[config.mk]
export PLATFORM = sky130hd
export DESIGN_NAME = voxel_stepper_flat
export DESIGN_NICKNAME = d
export VERILOG_FILES = /design/src/rtl/raytrace_pkg.sv /design/src/rtl/voxel_stepper_if.sv /design/src/rtl/dda_axis_lane.sv /design/src/rtl/voxel_stepper.sv /design/src/flat_wrapper.sv
export SDC_FILE = /design/constraint.sdc
export NUM_CORES = 1
export LEC_CHECK = 0
export ABC_AREA = 1
export CORE_MARGIN = 1.5
export CORE_UTILIZATION = 39
export DETAILED_ROUTE_END_ITERATION = 10
export PLACE_DENSITY = 0.65
export REMOVE_ABC_BUFFERS = 1
export SLEW_MARGIN = 0
export SYNTH_ARGS = -nofsm -noshare
export SYNTH_HDL_FRONTEND = slang
export SYNTH_SLANG_ARGS = --single-unit
[constraint.sdc]
create_clock -name clk -period 3.9 [get_ports clk]
set_clock_uncertainty 0.2 [all_clocks]
set_input_delay 0.585 -clock clk [delete_from_list [all_inputs] [get_ports clk]]
set_output_delay 0.585 -clock clk [all_outputs]
set_load 0.1 [all_outputs]
[src/rtl/raytrace_pkg.sv]
// ---------------------------------------------------------------------------
// raytrace_pkg
// Shared types for the voxel raytracer traversal stages.
//   axis_e          : axis index used for step selection and face normals
//   stepper_state_e : voxel_stepper control states
//   vox_t           : packed voxel coordinate record for the default grid
// Helper functions resolve the chooser's step mask into an axis and detect
// masks that are not exactly one-hot.
// ---------------------------------------------------------------------------
package raytrace_pkg;

    // Coordinate width of the default grid (16 voxels per axis).
    localparam int VOX_CW = 4;

    typedef enum logic [1:0] {
        AX_X = 2'd0,
        AX_Y = 2'd1,
        AX_Z = 2'd2
    } axis_e;

    typedef enum logic [1:0] {
        ST_IDLE = 2'd0,
        ST_RUN  = 2'd1,
        ST_DONE = 2'd2
    } stepper_state_e;

    typedef struct packed {
        logic [VOX_CW-1:0] x;
        logic [VOX_CW-1:0] y;
        logic [VOX_CW-1:0] z;
    } vox_t;

    // Lowest set bit wins; an empty mask falls back to x so the walk never
    // stalls on a chooser that reports nothing.
    function automatic axis_e lowest_axis(input logic [2:0] mask);
        if (mask[0])
            return AX_X;
        else if (mask[1])
            return AX_Y;
        else if (mask[2])
            return AX_Z;
        else
            return AX_X;
    endfunction

    function automatic logic is_onehot3(input logic [2:0] mask);
        return (mask == 3'b001) || (mask == 3'b010) || (mask == 3'b100);
    endfunction

endpackage

[src/rtl/voxel_stepper_if.sv]
// ---------------------------------------------------------------------------
// voxel_stepper_if
// Ray-descriptor input handshake and result output handshake of the voxel
// stepper, bundled so the producer and the shading stage see one port.
//   in_*   : ray descriptor (initial voxel, step signs, tMax, tDelta)
//   res_*  : termination record (cause flags, voxel, last axis, step count)
// Modports:
//   master : ray producer / result consumer side
//   slave  : the stepper itself
// ---------------------------------------------------------------------------
interface voxel_stepper_if #(
    parameter int W  = 32,
    parameter int CW = 4,
    parameter int SW = 7
);
    logic          in_valid;
    logic          in_ready;
    logic [CW-1:0] in_vx;
    logic [CW-1:0] in_vy;
    logic [CW-1:0] in_vz;
    logic          in_sx;
    logic          in_sy;
    logic          in_sz;
    logic [W-1:0]  in_tmax_x;
    logic [W-1:0]  in_tmax_y;
    logic [W-1:0]  in_tmax_z;
    logic [W-1:0]  in_tdelta_x;
    logic [W-1:0]  in_tdelta_y;
    logic [W-1:0]  in_tdelta_z;

    logic          res_valid;
    logic          res_ready;
    logic          res_hit;
    logic          res_oob;
    logic          res_err;
    logic [CW-1:0] res_x;
    logic [CW-1:0] res_y;
    logic [CW-1:0] res_z;
    logic [1:0]    res_axis;
    logic [SW-1:0] res_steps;

    modport master (
        output in_valid, in_vx, in_vy, in_vz, in_sx, in_sy, in_sz,
               in_tmax_x, in_tmax_y, in_tmax_z,
               in_tdelta_x, in_tdelta_y, in_tdelta_z, res_ready,
        input  in_ready, res_valid, res_hit, res_oob, res_err,
               res_x, res_y, res_z, res_axis, res_steps
    );

    modport slave (
        input  in_valid, in_vx, in_vy, in_vz, in_sx, in_sy, in_sz,
               in_tmax_x, in_tmax_y, in_tmax_z,
               in_tdelta_x, in_tdelta_y, in_tdelta_z, res_ready,
        output in_ready, res_valid, res_hit, res_oob, res_err,
               res_x, res_y, res_z, res_axis, res_steps
    );
endinterface

[src/rtl/dda_axis_lane.sv]
// ---------------------------------------------------------------------------
// dda_axis_lane
// One axis of the DDA walk: holds the axis coordinate, tMax, tDelta and step
// sign for the ray in flight.
//   clk, rst   : clock, synchronous active-high reset
//   load       : capture a new ray's axis values
//   step_en    : advance this axis by one voxel
//   in_*       : axis values of the incoming ray
//   tmax       : current tMax (to the external chooser)
//   coord      : current coordinate
//   would_oob  : stepping now would leave the 0..2^CW-1 range
// ---------------------------------------------------------------------------
module dda_axis_lane #(
    parameter int W  = 32,
    parameter int CW = 4
) (
    input  logic          clk,
    input  logic          rst,
    input  logic          load,
    input  logic          step_en,
    input  logic [CW-1:0] in_coord,
    input  logic          in_sign,
    input  logic [W-1:0]  in_tmax,
    input  logic [W-1:0]  in_tdelta,
    output logic [W-1:0]  tmax,
    output logic [CW-1:0] coord,
    output logic          would_oob
);

    logic          sign_r;
    logic [W-1:0]  tdelta_r;
    logic [W:0]    tmax_sum;

    // The extra carry bit tells us the add overflowed, so tMax can pin at
    // all-ones instead of wrapping back to a small (wrongly preferred) value.
    assign tmax_sum = {1'b0, tmax} + {1'b0, tdelta_r};

    // Negative rays run out at 0, positive rays at the top of the grid.
    assign would_oob = sign_r ? (coord == '0) : (coord == '1);

    always_ff @(posedge clk) begin
        if (rst) begin
            coord    <= '0;
            tmax     <= '0;
            tdelta_r <= '0;
            sign_r   <= 1'b0;
        end else if (load) begin
            coord    <= in_coord;
            tmax     <= in_tmax;
            tdelta_r <= in_tdelta;
            sign_r   <= in_sign;
        end else if (step_en) begin
            coord <= sign_r ? (coord - 1'b1) : (coord + 1'b1);
            tmax  <= tmax_sum[W] ? '1 : tmax_sum[W-1:0];
        end
    end

endmodule

[src/rtl/voxel_stepper.sv]
// ---------------------------------------------------------------------------
// voxel_stepper
// Sequential DDA grid traversal: accepts one ray, then walks one voxel per
// cycle until the voxel is occupied (hit), the next step would leave the
// grid (oob), or the step budget is used up (miss).
//   clk, rst          : clock, synchronous active-high reset
//   bus (slave)       : ray descriptor in, termination record out
//   tmax_x/y/z        : current tMax to the external axis chooser
//   step_mask         : chooser's one-hot axis pick ([0]=x [1]=y [2]=z)
//   vox_x/y/z         : current voxel for the occupancy lookup
//   vox_valid         : vox_* is a live lookup (RUN state)
//   occ               : same-cycle occupancy of vox_*
// Build option:
//   VOXEL_STEPPER_MASKCHK_EN : a step_mask that is not one-hot ends the ray
//                              with res_err; otherwise the lowest set bit is
//                              taken and res_err stays 0.
// ---------------------------------------------------------------------------
module voxel_stepper
    import raytrace_pkg::*;
#(
    parameter int W         = 32,
    parameter int CW        = 4,
    parameter int MAX_STEPS = 64,
    parameter int SW        = $clog2(MAX_STEPS + 1)
) (
    input  logic                clk,
    input  logic                rst,
    voxel_stepper_if.slave      bus,
    output logic [W-1:0]        tmax_x,
    output logic [W-1:0]        tmax_y,
    output logic [W-1:0]        tmax_z,
    input  logic [2:0]          step_mask,
    output logic [CW-1:0]       vox_x,
    output logic [CW-1:0]       vox_y,
    output logic [CW-1:0]       vox_z,
    output logic                vox_valid,
    input  logic                occ
);

    localparam logic [SW-1:0] STEP_LIMIT = SW'(MAX_STEPS);

    stepper_state_e state;
    logic [SW-1:0]  steps;
    axis_e          last_axis;

    logic           res_valid_r;
    logic           res_hit_r;
    logic           res_oob_r;
    logic [CW-1:0]  res_x_r;
    logic [CW-1:0]  res_y_r;
    logic [CW-1:0]  res_z_r;
    axis_e          res_axis_r;
    logic [SW-1:0]  res_steps_r;

    logic           accept;
    axis_e          sel_axis;
    logic           mask_bad;
    logic           budget_hit;
    logic           sel_oob;
    logic           advance;
    logic           oob_x;
    logic           oob_y;
    logic           oob_z;

    assign bus.in_ready = (state == ST_IDLE) && !rst;
    assign accept       = (state == ST_IDLE) && bus.in_valid;
    assign vox_valid    = (state == ST_RUN);

    assign sel_axis   = lowest_axis(step_mask);
    assign budget_hit = (steps == STEP_LIMIT);

`ifdef VOXEL_STEPPER_MASKCHK_EN
    assign mask_bad = !is_onehot3(step_mask);
`else
    assign mask_bad = 1'b0;
`endif

    // Out-of-range test follows whichever lane the chooser picked.
    always_comb begin
        sel_oob = oob_x;
        case (sel_axis)
            AX_X:    sel_oob = oob_x;
            AX_Y:    sel_oob = oob_y;
            AX_Z:    sel_oob = oob_z;
            default: sel_oob = oob_x;
        endcase
    end

    // A step happens only when none of the terminating conditions apply;
    // the lanes and the FSM both key off this one signal.
    assign advance = (state == ST_RUN) && !occ && !budget_hit && !mask_bad && !sel_oob;

    dda_axis_lane #(.W(W), .CW(CW)) u_lane_x (
        .clk       (clk),
        .rst       (rst),
        .load      (accept),
        .step_en   (advance && (sel_axis == AX_X)),
        .in_coord  (bus.in_vx),
        .in_sign   (bus.in_sx),
        .in_tmax   (bus.in_tmax_x),
        .in_tdelta (bus.in_tdelta_x),
        .tmax      (tmax_x),
        .coord     (vox_x),
        .would_oob (oob_x)
    );

    dda_axis_lane #(.W(W), .CW(CW)) u_lane_y (
        .clk       (clk),
        .rst       (rst),
        .load      (accept),
        .step_en   (advance && (sel_axis == AX_Y)),
        .in_coord  (bus.in_vy),
        .in_sign   (bus.in_sy),
        .in_tmax   (bus.in_tmax_y),
        .in_tdelta (bus.in_tdelta_y),
        .tmax      (tmax_y),
        .coord     (vox_y),
        .would_oob (oob_y)
    );

    dda_axis_lane #(.W(W), .CW(CW)) u_lane_z (
        .clk       (clk),
        .rst       (rst),
        .load      (accept),
        .step_en   (advance && (sel_axis == AX_Z)),
        .in_coord  (bus.in_vz),
        .in_sign   (bus.in_sz),
        .in_tmax   (bus.in_tmax_z),
        .in_tdelta (bus.in_tdelta_z),
        .tmax      (tmax_z),
        .coord     (vox_z),
        .would_oob (oob_z)
    );

`ifdef VOXEL_STEPPER_MASKCHK_EN
    logic res_err_r;
    assign bus.res_err = res_err_r;
`else
    assign bus.res_err = 1'b0;
`endif

    // Control FSM. The result record is captured on the RUN->DONE edge and
    // held untouched until the shading stage accepts it, so backpressure
    // never disturbs the fields. Termination priority inside RUN is
    // occupancy, then budget, then bad mask, then grid exit.
    always_ff @(posedge clk) begin
        if (rst) begin
            state       <= ST_IDLE;
            steps       <= '0;
            last_axis   <= AX_X;
            res_valid_r <= 1'b0;
            res_hit_r   <= 1'b0;
            res_oob_r   <= 1'b0;
            res_x_r     <= '0;
            res_y_r     <= '0;
            res_z_r     <= '0;
            res_axis_r  <= AX_X;
            res_steps_r <= '0;
`ifdef VOXEL_STEPPER_MASKCHK_EN
            res_err_r   <= 1'b0;
`endif
        end else begin
            case (state)
                ST_IDLE: begin
                    if (bus.in_valid) begin
                        state     <= ST_RUN;
                        steps     <= '0;
                        last_axis <= AX_X;
                    end
                end
                ST_RUN: begin
                    if (advance) begin
                        steps     <= steps + 1'b1;
                        last_axis <= sel_axis;
                    end else begin
                        state       <= ST_DONE;
                        res_valid_r <= 1'b1;
                        res_hit_r   <= occ;
                        res_oob_r   <= !occ && !budget_hit && !mask_bad;
                        res_x_r     <= vox_x;
                        res_y_r     <= vox_y;
                        res_z_r     <= vox_z;
                        res_axis_r  <= last_axis;
                        res_steps_r <= steps;
`ifdef VOXEL_STEPPER_MASKCHK_EN
                        res_err_r   <= !occ && !budget_hit && mask_bad;
`endif
                    end
                end
                ST_DONE: begin
                    if (bus.res_ready) begin
                        state       <= ST_IDLE;
                        res_valid_r <= 1'b0;
                    end
                end
                default: state <= ST_IDLE;
            endcase
        end
    end

    assign bus.res_valid = res_valid_r;
    assign bus.res_hit   = res_hit_r;
    assign bus.res_oob   = res_oob_r;
    assign bus.res_x     = res_x_r;
    assign bus.res_y     = res_y_r;
    assign bus.res_z     = res_z_r;
    assign bus.res_axis  = res_axis_r;
    assign bus.res_steps = res_steps_r;

endmodule

[src/flat_wrapper.sv]
// flat-port wrapper written by rule: the top's interface ports become plain ports
module voxel_stepper_flat import raytrace_pkg::*;
#(
    parameter int W         = 32,
    parameter int CW        = 4,
    parameter int MAX_STEPS = 64,
    parameter int SW        = $clog2(MAX_STEPS + 1)
)
  (clk, rst, tmax_x, tmax_y, tmax_z, step_mask, vox_x, vox_y, vox_z, vox_valid, occ, bus_in_valid, bus_in_vx, bus_in_vy, bus_in_vz, bus_in_sx, bus_in_sy, bus_in_sz, bus_in_tmax_x, bus_in_tmax_y, bus_in_tmax_z, bus_in_tdelta_x, bus_in_tdelta_y, bus_in_tdelta_z, bus_res_ready, bus_in_ready, bus_res_valid, bus_res_hit, bus_res_oob, bus_res_err, bus_res_x, bus_res_y, bus_res_z, bus_res_axis, bus_res_steps);
  voxel_stepper_if #(.W(W), .CW(CW), .SW(SW)) bus_i ();
  input  logic clk;
  input  logic rst;
  output logic [W-1:0] tmax_x;
  output logic [W-1:0] tmax_y;
  output logic [W-1:0] tmax_z;
  input  logic [2:0] step_mask;
  output logic [CW-1:0] vox_x;
  output logic [CW-1:0] vox_y;
  output logic [CW-1:0] vox_z;
  output logic vox_valid;
  input  logic occ;
  input wire logic [$bits(bus_i.in_valid)-1:0] bus_in_valid;
  input wire logic [$bits(bus_i.in_vx)-1:0] bus_in_vx;
  input wire logic [$bits(bus_i.in_vy)-1:0] bus_in_vy;
  input wire logic [$bits(bus_i.in_vz)-1:0] bus_in_vz;
  input wire logic [$bits(bus_i.in_sx)-1:0] bus_in_sx;
  input wire logic [$bits(bus_i.in_sy)-1:0] bus_in_sy;
  input wire logic [$bits(bus_i.in_sz)-1:0] bus_in_sz;
  input wire logic [$bits(bus_i.in_tmax_x)-1:0] bus_in_tmax_x;
  input wire logic [$bits(bus_i.in_tmax_y)-1:0] bus_in_tmax_y;
  input wire logic [$bits(bus_i.in_tmax_z)-1:0] bus_in_tmax_z;
  input wire logic [$bits(bus_i.in_tdelta_x)-1:0] bus_in_tdelta_x;
  input wire logic [$bits(bus_i.in_tdelta_y)-1:0] bus_in_tdelta_y;
  input wire logic [$bits(bus_i.in_tdelta_z)-1:0] bus_in_tdelta_z;
  input wire logic [$bits(bus_i.res_ready)-1:0] bus_res_ready;
  output wire logic [$bits(bus_i.in_ready)-1:0] bus_in_ready;
  output wire logic [$bits(bus_i.res_valid)-1:0] bus_res_valid;
  output wire logic [$bits(bus_i.res_hit)-1:0] bus_res_hit;
  output wire logic [$bits(bus_i.res_oob)-1:0] bus_res_oob;
  output wire logic [$bits(bus_i.res_err)-1:0] bus_res_err;
  output wire logic [$bits(bus_i.res_x)-1:0] bus_res_x;
  output wire logic [$bits(bus_i.res_y)-1:0] bus_res_y;
  output wire logic [$bits(bus_i.res_z)-1:0] bus_res_z;
  output wire logic [$bits(bus_i.res_axis)-1:0] bus_res_axis;
  output wire logic [$bits(bus_i.res_steps)-1:0] bus_res_steps;
  assign bus_i.in_valid = bus_in_valid;
  assign bus_i.in_vx = bus_in_vx;
  assign bus_i.in_vy = bus_in_vy;
  assign bus_i.in_vz = bus_in_vz;
  assign bus_i.in_sx = bus_in_sx;
  assign bus_i.in_sy = bus_in_sy;
  assign bus_i.in_sz = bus_in_sz;
  assign bus_i.in_tmax_x = bus_in_tmax_x;
  assign bus_i.in_tmax_y = bus_in_tmax_y;
  assign bus_i.in_tmax_z = bus_in_tmax_z;
  assign bus_i.in_tdelta_x = bus_in_tdelta_x;
  assign bus_i.in_tdelta_y = bus_in_tdelta_y;
  assign bus_i.in_tdelta_z = bus_in_tdelta_z;
  assign bus_i.res_ready = bus_res_ready;
  assign bus_in_ready = bus_i.in_ready;
  assign bus_res_valid = bus_i.res_valid;
  assign bus_res_hit = bus_i.res_hit;
  assign bus_res_oob = bus_i.res_oob;
  assign bus_res_err = bus_i.res_err;
  assign bus_res_x = bus_i.res_x;
  assign bus_res_y = bus_i.res_y;
  assign bus_res_z = bus_i.res_z;
  assign bus_res_axis = bus_i.res_axis;
  assign bus_res_steps = bus_i.res_steps;
  voxel_stepper #(.W(W), .CW(CW), .MAX_STEPS(MAX_STEPS), .SW(SW)) u_core (.clk(clk), .rst(rst), .bus(bus_i), .tmax_x(tmax_x), .tmax_y(tmax_y), .tmax_z(tmax_z), .step_mask(step_mask), .vox_x(vox_x), .vox_y(vox_y), .vox_z(vox_z), .vox_valid(vox_valid), .occ(occ));
endmodule
After elaboration in Yosys (flattened, before gate mapping)
Index checks and enable logic that the tools add are counted.
{"block": "word_totals", "latch_bits": 0, "out_inout_bits": 135, "ramBits": 0, "inputBits": 215, "reg_bits": 242, "word_cells": 111, "mem_bits_ro": 0, "n_memories": 0}
{"block": "op_classes", "shifts": 0, "muxes": 38, "n_lt_le_gt_ge": 0, "n_eq_ne": 12, "addsub": 10, "bitwise": 1, "div": 0, "reduce_logical": 27, "multipliers": 0}
{"op": "two-way mux 32 bit", "count": 9}
{"op": "adder 32 x 32 -> 33 bit", "count": 3}
{"op": "two-way mux 4 bit", "count": 9}
{"op": "two-way mux 2 bit", "count": 8}
{"op": "two-way mux 7 bit", "count": 2}
{"op": "one-hot mux 7 bit (2 select lines)", "count": 1}
{"op": "adder 4 x 1 -> 4 bit, second input constant", "count": 3}
{"op": "== test 4 bit, second input constant", "count": 3}
{"op": "zero test 4 bit", "count": 3}
{"op": "subtractor 4 x 1 -> 4 bit, second input constant", "count": 3}
{"op": "nonzero test 2 bit", "count": 5}
{"op": "logical AND 1 bit", "count": 9}
{"op": "AND reduction 3 bit", "count": 3}
{"op": "adder 7 x 1 -> 7 bit, second input constant", "count": 1}
{"op": "== test 7 bit, second input constant", "count": 1}
{"op": "!= test 2 bit, second input constant", "count": 3}
{"op": "one-hot mux 2 bit (3 select lines)", "count": 1}
{"op": "two-way mux 1 bit", "count": 5}
{"op": "== test 2 x 1 -> 1 bit, second input constant", "count": 2}
{"op": "== test 2 bit, second input constant", "count": 2}
{"op": "zero test 1 bit", "count": 4}
{"op": "zero test 2 bit", "count": 2}
{"op": "one-hot mux 1 bit (2 select lines)", "count": 2}
{"op": "one-hot mux 2 bit (2 select lines)", "count": 1}
{"op": "3 further kinds", "count": 3}

Logic depth before layout (Yosys ltp)
{"block": "depth", "depth_word": 10, "ltp_mapped": 15, "ltp_nobuf": 14}

By module
From an unflattened synthesis, not the netlist that was laid out.
{"block": "unflattened", "cells_unflattened": 2724, "hier_area_um2": 17216.5}
{"module": "dda_axis_lane (u_core.u_lane_y)", "cells_per_inst": 862, "area_each_um2": 5246.3, "seq_area_each_um2": 1381.3, "n_inst": 1}
{"module": "dda_axis_lane (u_core.u_lane_x)", "cells_per_inst": 833, "area_each_um2": 5195.0, "seq_area_each_um2": 1381.3, "n_inst": 1}
{"module": "dda_axis_lane (u_core.u_lane_z)", "cells_per_inst": 809, "area_each_um2": 5186.2, "seq_area_each_um2": 1381.3, "n_inst": 1}
{"module": "voxel_stepper", "cells_per_inst": 220, "area_each_um2": 1589.0, "seq_area_each_um2": 700.7, "n_inst": 1}

Least setup slack after synthesis
OpenSTA, ideal clock, no wires.
{"block": "synth_path", "kind": "in2out", "startpoint": "input port rst", "endpoint": "output port bus_in_ready", "setup_slack_ns": 0.313, "path_stages": 2, "path_buffers": 1, "arrival_time_ns": 2.802, "required_time_ns": 3.115, "path_cell_list": "clkbuf_1 nor3_1"}
{"block": "synth_between", "elab_chain_len": 2}
{"item": "start, declared", "line_no": "flat_wrapper.sv:12", "rtl": "input logic rst;"}
{"item": "zero test 1 bit", "line_no": "voxel_stepper.sv:65", "rtl": "assign bus.in_ready = (state == ST_IDLE) && !rst;"}
{"item": "logical AND 1 bit", "line_no": "voxel_stepper.sv:65"}
{"item": "end, declared", "line_no": "flat_wrapper.sv:36", "rtl": "output wire logic [$bits(bus_i.in_ready)-1:0] bus_in_ready;"}
Every way passes these cells.

Worst setup path in the final report
{"block": "layout_path", "startpoint": "register u_core.u_lane_y.coord[3]", "endpoint": "output port vox_y[3]"}
{"item": "start, declared", "line_no": "dda_axis_lane.sv:26", "rtl": "output logic [CW-1:0] coord,"}
{"item": "start signal, assigned", "line_no": "dda_axis_lane.sv:48", "rtl": "coord <= in_coord;"}
{"item": "start signal, assigned", "line_no": "dda_axis_lane.sv:53", "rtl": "coord <= sign_r ? (coord - 1'b1) : (coord + 1'b1);"}
{"item": "end, declared", "line_no": "flat_wrapper.sv:18", "rtl": "output logic [CW-1:0] vox_y;"}
No word-level cell between the ends.

==> results.ini <==
[global_routing]
grt_max_degree = 119
grt_pass1_wl_um = 96900
grt_util_met3 = 0.0335
global_route.usage.total = 0.260
number_of_global_route_vias_before_repair = 18411
grt_remaining_overflow = 0
grt-busiest-layer = met2
groute.layer.met1.usage = 0.328
global_route.usage.met2 = 0.464
antenna_violations_before_repair = 1

[die]
die_height_um = 215
placement_rows = 77
die-area_um2 = 46000
top_level_ports = 350
die_x_extent_um = 215
coreArea_um2 = 44200
floorplan.initialDensity = 0.395

[critical_path]
worst_setup_path_end_kind = output pin
critPathLaunch = u_core.u_lane_y.coord[3]
critPathMaxStageDelay_ns = 1.26
worst-path-max-fanout = 5
worstPathRequired_ns = 3.12
start_kind = register
timing.critical_path.cells = clkdlybuf4s50_1
crit_family = buffers and inverters
critical_path.reg2reg.startpoint = u_core.u_lane_x.tmax[0]
setup.worst_path.class = register to output pin
timing.critical_path.arrival_ns = 2.27
critical-path-slowest-cell = sky130_fd_sc_hd__clkdlybuf4s50_1
critical_path_buf_inv_count = 1

[clock_tree]
cts_buffer_depth = 3
clock-sinks = 242
postCtsSetupRepairBufs = 0
cts_resized = 0
ctsHoldBuffers = 0
clock_tree.root_cell = sky130_fd_sc_hd__clkbuf_16
level_count_of_the_clock_h_tree = 1
cts_made_buffers = 30
clkLatencyLatePin_ns = 0.59
clk_pin_slew_worst_paths_ns = 0.06
tritoncts = yes

[timing]
rsz0062_at_grt = false
final-hold-violation-count = 0
max_clock_freq_mhz = 328
final_min_period_over_clock_period = 0.783
normalized_max_slew_margin = 0.249
final_period_minus_worst_setup_slack_ns = 3.05
worst_margin_slew_ns = 1.12
final-max-slew-violation-count = 0
setup_viol = 0

[layout]
syn_to_final_growth_pct = 28.4
layout.filler_cells = 4681
finished_cell_area_um2 = 22400
final_core_util = 0.506
finalNonFillerCells = 3874
design.final.nets = 3583
layout-drive-gt1-share = 0.0460

[detailed_routing]
postRouteWirelength_um = 60500
routed_wire_length_per_instance_um = 15.6
drt-pass1-iter-count = 5
antenna_left = 0
detail_route.iter0.violations = 1238
post-route-drc-count = 0
vias = 18726
route.detailed.vias_per_inst = 4.83

[yosys]
synth_cells = 2957
number_of_warnings_printed_during_yosys_synthesis = 0
mappedNetlistArea_um2 = 17400
synthesis.area_per_instance_um2 = 5.90
flop_and_latch_count_out_of_synthesis = 242
ys_seq_area_frac = 0.278
synth_edf_count = 0
synth_flop_cell = sky130_fd_sc_hd__dfxtp_1
synth_async_sr_flop_share = 0
netlist-cell-type-count = 38

[power_and_ir_drop]
switching_power_mw = 3.89
flop_pwr_share = 0.313
swShare = 0.411
internal_power_mw = 5.59
worst_ir_drop_vdd_v = 0.000293
share_comb_of_total_power = 0.386
clock_power_share = 0.301
power.static_leakage_nw = 11.1
cellPowerDensity_nw_per_um2 = 423

[placement]
dp.cells = 3818
placement.io_buffers = 348
area_after_detailed_placement_um2 = 21400
post-dp-hpwl_um = 48400
place.gp.congestion = 0.929

[min_path]
worstHoldStart = u_core.last_axis[0]
path_category_of_the_worst_min_delay_check = register to register

[status]
run_status = finished, final reports clean

[flow_run]
cap_violations = 0

-- registers in the layout (all words and copies together) (netlist names), 7 cells and up --
signal                    cells
u_core.u_lane_x.tdelta_r     32
u_core.u_lane_x.tmax         32
u_core.u_lane_y.tdelta_r     32
u_core.u_lane_y.tmax         32
u_core.u_lane_z.tdelta_r     32
u_core.u_lane_z.tmax         32
u_core.bus.res_steps          7
u_core.steps                  7
-- cells by family after synthesis --
family	Yosys count	share of synthesized area
and+or+nand+nor	1693	0.395
buffers and inverters	523	0.118
AOI/OAI and AO/OA	359	0.113
DFF	242	0.278
adders and majority gates	110	0.0815
xor gates and xnor gates	29	0.0146
other	1	0.000215
-- cells in the mapped netlist (2+ instances only) --
library cell,number,area [um^2]
sky130_fd_sc_hd__ha_1,104,1300
sky130_fd_sc_hd__a211oi_1,4,30.0
sky130_fd_sc_hd__buf_2,25,125
sky130_fd_sc_hd__buf_6,5,56.3
sky130_fd_sc_hd__inv_1,423,1590
sky130_fd_sc_hd__nand4_1,11,68.8
sky130_fd_sc_hd__or2_2,61,382
sky130_fd_sc_hd__and3_1,2,12.5
sky130_fd_sc_hd__o211ai_1,51,383
sky130_fd_sc_hd__nor3_2,5,50.1
sky130_fd_sc_hd__xor2_1,27,236
sky130_fd_sc_hd__nor2_1,516,1940
sky130_fd_sc_hd__a21o_1,3,22.5
sky130_fd_sc_hd__nor3_1,58,290
sky130_fd_sc_hd__clkbuf_1,53,199
sky130_fd_sc_hd__nand2_2,4,25.0
sky130_fd_sc_hd__o21ai_1,3,15.0
sky130_fd_sc_hd__o21ai_0,151,756
sky130_fd_sc_hd__fa_1,6,120
sky130_fd_sc_hd__inv_2,6,22.5
sky130_fd_sc_hd__dfxtp_1,242,4840
sky130_fd_sc_hd__o21bai_1,5,37.5
sky130_fd_sc_hd__nor4_1,3,18.8
sky130_fd_sc_hd__nand3b_1,3,22.5
sky130_fd_sc_hd__nand2_4,2,22.5
sky130_fd_sc_hd__nand2_1,881,3310
sky130_fd_sc_hd__nor2_4,2,22.5
sky130_fd_sc_hd__a21oi_1,134,671
sky130_fd_sc_hd__a31oi_1,7,43.8
sky130_fd_sc_hd__and2_1,5,31.3
sky130_fd_sc_hd__buf_4,6,45.0
sky130_fd_sc_hd__xnor2_1,2,17.5
sky130_fd_sc_hd__nand3_1,140,701
sky130_fd_sc_hd__buf_1,3,11.3
-- layer usage --
| layer | vias up | wire, um |
|---|---|---|
| met2 | 446 | 28900 |
| met1 | 8397 | 27400 |
| li1 | 9808 | - |
| met5 | - | 0 |
| met3 | 75 | 2800 |
| met4 | 0 | 1370 |
-- final cells by class --
cell class / count / area (um^2) / share of cell area
multi-input combinational: 2192 / 10600 / 0.471
sequential: 242 / 4840 / 0.216
timing repair buffer: 362 / 3610 / 0.161
tap: 592 / 741 / 0.0331
antenna: 1 / 2.50 / 0.000112
clock buffer: 48 / 930 / 0.0415
clock inverter: 7 / 91.3 / 0.00408
inverter: 430 / 1620 / 0.0724
-- power by group through the flow --
stage / logic, mW / clock network, mW / registers, mW
floorplan: 1.53 / 0 / 4.02
global placement: 3.63 / 0 / 3.01
detailed placement: 3.66 / 0 / 3.01
CTS: 3.68 / 2.93 / 2.96
global route: 3.97 / 3.02 / 3.00
finish: 3.66 / 2.86 / 2.97
-- final timing paths --
kind | endpoint | slack [ns] | cells after the start
setup reg to reg | u_core.u_lane_x.tmax[16] | 0.85 | 14
setup / recovery | vox_y[3] | 0.85 | 1
hold reg to reg | u_core.last_axis[0] | 0.27 | 2
hold / removal | u_core.last_axis[0] | 0.27 | 2
-- through the flow --
step           setup TNS (ns)  total power, mW  setup WS, ns  hold WS (ns)
4_1_cts                     0             9.57         0.809         0.259
3_5_place_dp                0             6.67         0.610         0.258
5_1_grt                     0             9.99         0.598         0.284
2_1_floorplan         -327.79             5.55         -2.12         0.235
6_report                    0             9.48         0.848         0.266
3_3_place_gp                0             6.64         0.690         0.248
-- cells in the final DEF (no fill, tap or decap), drive strengths merged, types with 3 or more instances in the layout --
cell type      instances
buf                   20
clkbuf                48
o21ai                155
a21o                   3
o21bai                 5
nor2                 518
clkdlybuf4s50        342
or2                   61
fa                     6
a21oi                134
dfxtp                242
nand3                140
and2                   5
a31oi                  7
ha                   104
nor3                  63
o211ai                51
nand3b                 3
inv                  431
nand2                887
a211oi                 4
nand4                 11
xor2                  27
clkinv                 3
nor4                   3
Power figures use the tool's default switching activity.
